[src/rtl/hack_cpu_ctrl.sv]
// Multi-cycle Hack CPU controller: owns PC/A/D/IR, sequences FETCH/DECODE/EXEC,
// drives the external ALU and resolves writeback, memory writes and jumps.
module hack_cpu_ctrl (
    input  logic        clk,
    input  logic        rst,
    output logic [14:0] rom_addr,
    input  logic [15:0] rom_data,
    output logic [14:0] mem_addr,
    input  logic [15:0] mem_rdata,
    output logic [15:0] mem_wdata,
    output logic        mem_we,
    output logic [15:0] alu_x,
    output logic [15:0] alu_y,
    output logic        alu_zx,
    output logic        alu_nx,
    output logic        alu_zy,
    output logic        alu_ny,
    output logic        alu_f,
    output logic        alu_no,
    input  logic [15:0] alu_out,
    input  logic        alu_zr,
    input  logic        alu_ng,
    output logic [14:0] pc,
    output logic [15:0] a_reg,
    output logic [15:0] d_reg,
    output logic [15:0] retired
);

    typedef enum logic [1:0] {
        ST_FETCH  = 2'd0,
        ST_DECODE = 2'd1,
        ST_EXEC   = 2'd2
    } state_e;

    state_e      state_q, state_d;
    logic [14:0] pc_q, pc_d;
    logic [15:0] a_q, a_d;
    logic [15:0] d_q, d_d;
    logic [15:0] ir_q, ir_d;
    logic [15:0] retired_q, retired_d;
    logic        jump_taken;

    // ALU controls and operands come straight from IR in every state.
    assign alu_zx = ir_q[11];
    assign alu_nx = ir_q[10];
    assign alu_zy = ir_q[9];
    assign alu_ny = ir_q[8];
    assign alu_f  = ir_q[7];
    assign alu_no = ir_q[6];
    assign alu_x  = d_q;
    assign alu_y  = ir_q[12] ? mem_rdata : a_q;

    assign rom_addr  = pc_q;
    assign mem_addr  = a_q[14:0];
    assign mem_wdata = alu_out;
    assign mem_we    = (state_q == ST_EXEC) & ir_q[3] & ~rst;

    assign pc      = pc_q;
    assign a_reg   = a_q;
    assign d_reg   = d_q;
    assign retired = retired_q;

    assign jump_taken = (ir_q[2] & alu_ng) | (ir_q[1] & alu_zr) | (ir_q[0] & ~alu_zr & ~alu_ng);

    always_comb begin
        // NOTE: every _d gets its hold value first so no path leaves it unassigned (no latches).
        state_d   = state_q;
        pc_d      = pc_q;
        a_d       = a_q;
        d_d       = d_q;
        ir_d      = ir_q;
        retired_d = retired_q;

        unique case (state_q)
            ST_FETCH: state_d = ST_DECODE;
            ST_DECODE: begin
                ir_d = rom_data;
                if (!rom_data[15]) begin
                    a_d       = rom_data;
                    pc_d      = pc_q + 15'd1;
                    retired_d = retired_q + 16'd1;
                    state_d   = ST_FETCH;
                end else begin
                    state_d = ST_EXEC;
                end
            end
            ST_EXEC: begin
                if (ir_q[5]) a_d = alu_out;
                if (ir_q[4]) d_d = alu_out;
                // Jump target is the A value before this edge, even when A is also a destination.
                pc_d      = jump_taken ? a_q[14:0] : pc_q + 15'd1;
                retired_d = retired_q + 16'd1;
                state_d   = ST_FETCH;
            end
            default: state_d = ST_FETCH;
        endcase
    end

    // NOTE: sequential state uses non-blocking assignments only; the comb block above uses blocking.
    always_ff @(posedge clk) begin
        if (rst) begin
            state_q   <= ST_FETCH;
            pc_q      <= '0;
            a_q       <= '0;
            d_q       <= '0;
            ir_q      <= '0;
            retired_q <= '0;
        end else begin
            state_q   <= state_d;
            pc_q      <= pc_d;
            a_q       <= a_d;
            d_q       <= d_d;
            ir_q      <= ir_d;
            retired_q <= retired_d;
        end
    end

endmodule

[config.mk]
export PLATFORM = sky130hd
export DESIGN_NAME = hack_cpu_ctrl
export DESIGN_NICKNAME = d
export VERILOG_FILES = /design/src/rtl/hack_cpu_ctrl.sv
export SDC_FILE = /design/constraint.sdc
export NUM_CORES = 1
export LEC_CHECK = 0
export ABC_AREA = 1
export CAP_MARGIN = 20
export CORE_MARGIN = 2
export CORE_UTILIZATION = 42
export DETAILED_ROUTE_END_ITERATION = 12
export GPL_ROUTABILITY_DRIVEN = 0
export PLACE_DENSITY = 0.81
export SYNTH_ARGS = -nofsm -noshare
export SYNTH_HDL_FRONTEND = slang
export SYNTH_SLANG_ARGS = --single-unit
[constraint.sdc]
create_clock -name clk -period 1.6 [get_ports clk]
set_clock_uncertainty 0.2 [all_clocks]
set_input_delay 0.24 -clock clk [delete_from_list [all_inputs] [get_ports clk]]
set_output_delay 0.24 -clock clk [all_outputs]
set_load 0.01 [all_outputs]
* Word level (Yosys, flattened, before mapping)
Index checks and enable logic that the tools add are counted. Widths: inputs -> output; s select.
Operators by class: eq/ne operators 4, bitwise operators 11, muxes and demuxes 11, reduce and logical (&&, ||, !) cells 5, add/subtract/negate cells 2
Operators with widths (count):
- $mux 16 | 4
- $pmux 16 s2 | 2
- $mux 15 | 2
- $pmux 15 s2 | 1
- $add 16x1->16 const B | 1
- $add 15x1->15 const B | 1
- $and 1x1->1 | 6
- $ne 2x2->1 const B | 2
- $pmux 2 s2 | 1
- $reduce_and 2->1 | 2
- $not 1->1 | 3
- $reduce_and 3->1 | 1
- $eq 2x1->1 const B | 1
- $eq 2x2->1 const B | 1
- $logic_not 2->1 | 1
- $mux 2 | 1
- $or 1x1->1 | 2
- $reduce_bool 2->1 | 1
Storage, ports and cells: logic and storage cells 39, register bits after elaboration 78, input bits 52

* Logic depth before layout (Yosys ltp)
depth in word-level cells 6, gate-level depth with buffers 10, gate-level depth less buffers 10

* Least setup slack after synthesis
Ideal clock, no wire load.
path kind reg-to-reg, start point register pc_q[1], in the netlist pc[1], end point register pc_q[12], in the netlist pc[12], cell stages (with the launch flop) 9, library setup time 0.132 ns, arrival time 1.272 ns, data required time 1.268 ns, period minus slack after synthesis 1.604 ns, slack -0.004 ns, path buffers 0, cell sequence dfxtp_1 -> ha_1 -> nand2_1 -> nor2_1 -> nand3_1 -> nand2_1 -> nand3_1 -> nand2_1 -> a21oi_1
Between the ends: longest elaborated chain between the ends 3, elaborated cells between the ends (all ways) 4
Ends and longest elaborated chain:
- start: declaration | line 36 | logic [14:0] pc_q, pc_d;
- start signal: assignment | line 110 | pc_q <= pc_d;
- $add 15x1->15 * | line 80, 91
- $mux 15 (on tied branches) | line 91, 78
- $pmux 15 s2 * | line 74 | unique case (state_q)
Mark *: on every way between the ends. The rest lies on a longest branch, timed or not. The select of a mux whose other input is x is not followed. A chain may end at the register's enable or synchronous reset.

* Final worst setup path
start point register ir_q[12], end point output alu_y[15]
Between the ends: longest elaborated chain between the ends 1
Ends and longest elaborated chain:
- start: declaration | line 39 | logic [15:0] ir_q, ir_d;
- start signal: assignment | line 113 | ir_q <= ir_d;
- $mux 16 | line 51 | assign alu_y = ir_q[12] ? mem_rdata : a_q;
- end: declaration | line 13 | output logic [15:0] alu_y,
No other way between the ends.

==> reports/results.ini <==
[synthesis]
synthXorXnorAreaFrac_pct=0.2017
syn_nets=706
synthArstFlopShare_pct=0
synthCells=652
synth_edf_count=0
netlist_top_cells_count=155 x nand2_1, 78 x dfxtp_1, 65 x buf_4, 62 x nor2_1, 61 x nand3_1
synthDistinctLibCells=30
ys.flop_type=dfxtp_1
syn-cell-area_mm2=0.004342
yosysTopAreaCell=dfxtp_1
synth_top_area_share_pct=35.97
ys_warn_count=0
synth-compound-area-share_pct=13.20
syn_avg_cell_area_um2=6.659
yosysSeqAreaShare_pct=35.97
synth_top_family_by_area=simple AND/OR/NAND/NOR gates
synth-simple-area-share_pct=30.86
yosysMostFrequentCell=nand2_1
synth_mux_area_share_pct=0.2594
synth_fa_ha_area_share_pct=0.5764
synth_area_leaders=dfxtp_1 36%, nand2_1 13%, buf_4 11%, nand3_1 7.0%, a21oi_1 6.2%
yosys_register_bits=78

[floorplanning]
io_pins=200
die_area_mm2=0.01117
die_x_um=105.7
die_h_um=105.7
rows=37
core_mm2=0.01018
start_util_pct=42.63

[timing]
hold_viol_final=0
relSlewSlack_pct=71.44
worstMarginPinSlew_ps=428.5
period_needed_ps=1718
worst_slack_ps=-117.8
fin_crit_sh_pct=107.4
rsz0062_at_grt=yes
drv_slew=0
hold_ws_ps=282.8
fmax_ghz=0.5821
final-setup-viol-count=16

[critical_path]
crit_fanout=3
startpoint_type=flop
worst-setup-path-type=flop to output port
cp_data_required_time_ps=1160
cp.arrival_ps=1280
end_kind=output port
crit_slowest_cell=dfxtp_4
cp_cell_sequence=buf_12, mux2_4, buf_6
slowest_delay_ps=380

[power]
peakVddDrop_uv=645.6
p_total_w=0.004876
p_per_area_mw_per_mm2=707.3
power.leakage_nw=3.402

[cells_and_area]
layoutNonFillerInstCount=990
final_layout_size_suffix_gt1_share_pct=23.42
seq_area_mm2=0.001600
nets=904
fill_cells=876
diodes=0
multiInputGateArea_mm2=0.002226
final_core_util_pct=67.68
syn_to_final_growth_pct=58.76

[global_route]
grt_max_degree=47
grt_util_all_layers_pct=26.13
first_global_vias=4745
gr-total-overflow=0
grt_pass1_wl_um=23490
antenna_found_initial=0

[clock_tree]
ctsRootBufferMaster=clkbuf_8
tritoncts=built
worstSkewPairLatency_ps=350
clkTransAtPathRegs_ps=80
cts_buffers=9
clock_path_buffers=2
cts_max_level=3
ctsHoldBuffers=0
clock-sinks=78

[place]
dp.final_hpwl_um=10890
portBuffers=199
placed_cells=965

[routing]
wl_per_cell_um=15.27
firstDrtPassIters=5
viasPerCell=5.071
drc=0
routed_wl_um=15120
drtIter0Drc=351
antenna_left=0
vias=5020

[hold_path]
hp-class=flop to flop

[outcome]
status=complete, but fails checks
violations=negative setup slack

[flow_run]
drv_cap=0

==> through the flow <==
step,setup TNS [ps],area (um2),worst slack (ps)
after floorplan,0,4344,40.79
after global placement,-15410,6452,-363.9
after detailed placement,-16410,6452,-340.3
after CTS,-1100,6639,-129.8
after global routing,-1944,6893,-149.8
final,-1187,6893,-117.8
==> worst max-delay path, delay by kind of cell (launching register included) <==
family | cells | cell delay [ps]
flops | 1 | 380
mux | 1 | 300
buf+inv | 2 | 250
==> cell families after synthesis <==
family | after synthesis
muxes | 1
buffers and inverters | 149
and+or+nand+nor | 308
xor gates and xnor gates | 1
AOI/OAI and AO/OA | 113
adders and majority gates | 2
DFF | 78
==> cell usage in the layout (no fill, tap or decap), types with 3 or more instances in the layout <==
master,n
a21oi_1,53
buf_12,3
buf_16,3
buf_2,16
buf_4,69
buf_6,6
clkbuf_8,9
clkdlybuf4s50_1,51
clkinvlp_4,3
dfxtp_1,53
dfxtp_2,22
dfxtp_4,3
dlygate4sd2_1,131
inv_1,53
nand2_1,136
nand2_2,13
nand2_4,10
nand3_1,58
nand3_2,3
nand4_1,10
nor2_1,54
nor2_2,4
nor2_4,6
nor3_1,5
o21ai_0,30
o21ai_1,11
o21ai_2,15
==> area by class of cell <==
cell class,count,share of cell area (%)
repair buffers,279,35.78
multi-input cells,425,32.29
flip-flops and latches,78,23.22
inverters,56,3.177
well taps,136,2.469
clock buffers,11,1.906
clock inverters,4,1.053
repair inverters,1,0.1089
==> layer usage <==
| metal | up-vias | routed length, um | global-route usage [%] |
|---|---|---|---|
| li1 | 2432 | - | - |
| met1 | 2319 | 5694 | 31.16 |
| met2 | 237 | 7867 | 47.19 |
| met3 | 32 | 1234 | 5.442 |
| met4 | 0 | 318 | 7.425 |
| met5 | - | 0 | 0 |
==> path summary, 6_finish.rpt <==
path                 start        end  slack [ps]  depth (start not counted)
hold reg to reg   alu_x[6]   alu_x[6]         280                          2
hold / removal    alu_x[6]   alu_x[6]         280                          2
setup / recovery  ir_q[12]  alu_y[15]        -120                          3
setup reg to reg     pc[1]      pc[9]          50                          9
==> repair_timing <==
item | CTS | global route
pin swaps | 13 | 18
setup endpoints to repair | 159 | 72
setup buffers | 3 | 3
cloned | 3 | 1
gates resized for setup | 265 | 62
==> power breakdown <==
part           internal, W  switching (W)
Clock             0.000870       0.000724
Sequential         0.00202      0.0000627
Combinational     0.000589       0.000610
No activity file was read; power rests on OpenSTA's default activity.
==> variant: new RTL, same settings <==
Register the output `alu_ny`; this adds one clock of latency there. The other outputs are not delayed to match.
--- a/src/rtl/hack_cpu_ctrl.sv
+++ b/src/rtl/hack_cpu_ctrl.sv
@@ -44,7 +44,9 @@
     assign alu_zx = ir_q[11];
     assign alu_nx = ir_q[10];
     assign alu_zy = ir_q[9];
-    assign alu_ny = ir_q[8];
+    always_ff @(posedge clk) begin
+        alu_ny <= ir_q[8];
+    end
     assign alu_f  = ir_q[7];
     assign alu_no = ir_q[6];
     assign alu_x  = d_q;
Function: changed (a bounded check fails within 4 cycles, from zero or initial values and one cycle with rst high).
==> variant against the unedited design <==
- the flow still finishes with violations (negative setup slack)
- first-iteration DRC count fell by 37%
- power rose by 3.3%
- routed wire length rose by 3.1%
- area after synthesis rose by 0.46%
- worst setup slack improved by 0.029 ns
- sequential cell count rose by 1
- cell count rose by 0.61%
- design area rose by 2.2%
- sequential share of layout area fell by 0.28 points
- non-clock buffer count rose by 5
- largest power group unchanged
- highest routed layer unchanged
==> variant: results (changes against the unedited design) <==
status: "finished, violations left"  # unchanged
failed_checks: "negative setup slack"  # unchanged
ir_worst_vdd_v: 0.000548  # was 0.000646 V
placed_cell_area_um2: 6520  # was 6450 µm²
nets: 909  # was 904
clkTransAtPathRegs_ns: 0.08  # about the same
place_ws_ns: -0.283  # was -0.340 ns
yosys-top-cells-count: "nand2_1 (155), dfxtp_1 (79), buf_4 (65), nor2_1 (62), nand3_1 (61)"  # was nand2_1 (155), dfxtp_1 (78), buf_4 (65), nor2_1 (62), nand3_1 (61)
drive_above_1_share_pct: 23.6  # was 23.4%
viasPerCell: 5.11  # was 5.07
crit_path_start: "ir_q[12]$_SDFFE_PP0P_"  # unchanged
cts_buffers: 9  # unchanged
path_max_fanout: 15  # was 3
place_hpwl_mm: 11.0  # was 10.9 mm
final_cell_area_um2: 7040  # was 6890 µm²
rrSetupSlack_ns: -0.02  # was 0.05 ns
io_buffers: 199  # unchanged
hp-class: "reg -> reg"  # unchanged
drt_iter0_markers: 221  # was 351
fin_ws_ns: -0.0886  # was -0.118 ns
h-tree-depth: 3  # unchanged
ys_seq_area_share_pct: 36.3  # was 36.0%
reg2regPathDepth: 9  # unchanged
ys_top_cells_by_area: "dfxtp_1 (36%), nand2_1 (13%), buf_4 (11%)"  # unchanged
wirelength_mm: 15.6  # was 15.1 mm
grt_pass1_wl_mm: 23.5  # about the same
finalSetupViolCount: 18  # was 16
maxSlewHeadroom_pct: 70.8  # was 71.4%
clockBufferDepth: 2  # unchanged
n_antenna_cell: 0  # unchanged
grtUsageTotal_pct: 26.1  # about the same
p_leak_nw: 3.42  # was 3.40 nW
syn_nets: 707  # was 706
antenna_found_initial: 0  # unchanged
fillCellCount: 862  # was 876
critPathCapture: "alu_y[7]"  # was alu_y[15]
clock_latency_ns: 0.35  # about the same
grt_max_degree: 47  # unchanged
grt_pass1_vias: 4848  # was 4745
clockRootBuffer: "clkbuf_8"  # unchanged
fin_tns_setup_ns: -0.832  # was -1.19 ns
grt_overflow: 0  # unchanged
ys.warnings.count: 0  # unchanged
r2r_end: "a_reg[12]$_SDFFE_PP0P_"  # was pc[9]$_SDFFE_PP0P_
first_pass_iters: 5  # unchanged
r2r_start: "state_q[0]$_SDFF_PP0_"  # was pc[1]$_SDFFE_PP0P_
-- variant: cell count changes after synthesis --
| cell | unedited run | this run |
|---|---|---|
| dfxtp_1 | 78 | 79 |
-- variant: cells by family (layout without fill, tap and decap cells) --
group / Yosys count / count (layout) / synth area share [%]
AOI/OAI and AO/OA: 113 / 113 / 13.1
xor gates and xnor gates: 1 / 1 / 0.201
adders and majority gates: 2 / 2 / 0.574
buffers and inverters: 149 / 356 / 18.8
DFF: 79 / 79 / 36.3
muxes: 1 / 1 / 0.258
and+or+nand+nor: 308 / 308 / 30.7
-- variant: worst min-delay path by stage --
stage | from | end | slack (ns) | cells past startpoint
2_1_floorplan | ir_q[8]$_SDFFE_PP0P_ | alu_ny$_DFF_P_ | 0.13 | 0
3_3_place_gp | ir_q[8]$_SDFFE_PP0P_ | alu_ny$_DFF_P_ | 0.13 | 0
3_5_place_dp | ir_q[8]$_SDFFE_PP0P_ | alu_ny$_DFF_P_ | 0.14 | 0
4_1_cts | ir_q[8]$_SDFFE_PP0P_ | alu_ny$_DFF_P_ | 0.16 | 0
5_1_grt | ir_q[8]$_SDFFE_PP0P_ | alu_ny$_DFF_P_ | 0.17 | 0
6_report | ir_q[8]$_SDFFE_PP0P_ | alu_ny$_DFF_P_ | 0.16 | 0
-- variant: cell type report --
| cell class | count | share of cell area, % |
|---|---|---|
| clock buffer | 13 | 2.26 |
| inverter | 56 | 3.06 |
| timing repair buffer | 284 | 36.5 |
| sequential | 79 | 22.9 |
| multi-input combinational | 425 | 31.9 |
| tap | 136 | 2.42 |
| clock inverter | 3 | 0.924 |
-- variant: power by group --
| group | leakage (nW) | internal [mW] | switching, mW |
|---|---|---|---|
| Combinational | 2.66 | 0.603 | 0.621 |
| Sequential | 0.653 | 2.05 | 0.0659 |
| Clock | 0.114 | 0.965 | 0.734 |
-- variant: what timing repair did --
action                     CTS  global route
setup endpoints to repair  157            53
cloned                       0             3
pin swaps                    3            27
gates resized for setup    241            92
setup buffers                3             7
-- variant: worst max-delay path: stages (launching register included) --
cell and delay, ns:
dfxtp_4 0.40, clkbuf_16 0.19, o21ai_1 0.16, buf_2 0.15
-- variant: per-layer routing --
| layer | part of all wire [%] | track usage (%) | wire length, µm | vias to the layer above |
|---|---|---|---|---|
| met3 | 7.2 | 5.40 | 1120 | 23 |
| li1 | - | - | - | 2446 |
| met4 | 2.0 | 9.40 | 316 | 0 |
| met5 | 0 | 0 | 0 | - |
| met2 | 51 | 45.4 | 7980 | 224 |
| met1 | 40 | 31.8 | 6170 | 2401 |
-- variant: through the flow --
step	instances	hold slack, ns
after global placement	967	0.133
after floorplan	653	0.126
after detailed placement	967	0.142
final	996	0.164
after global routing	996	0.168
after CTS	986	0.164
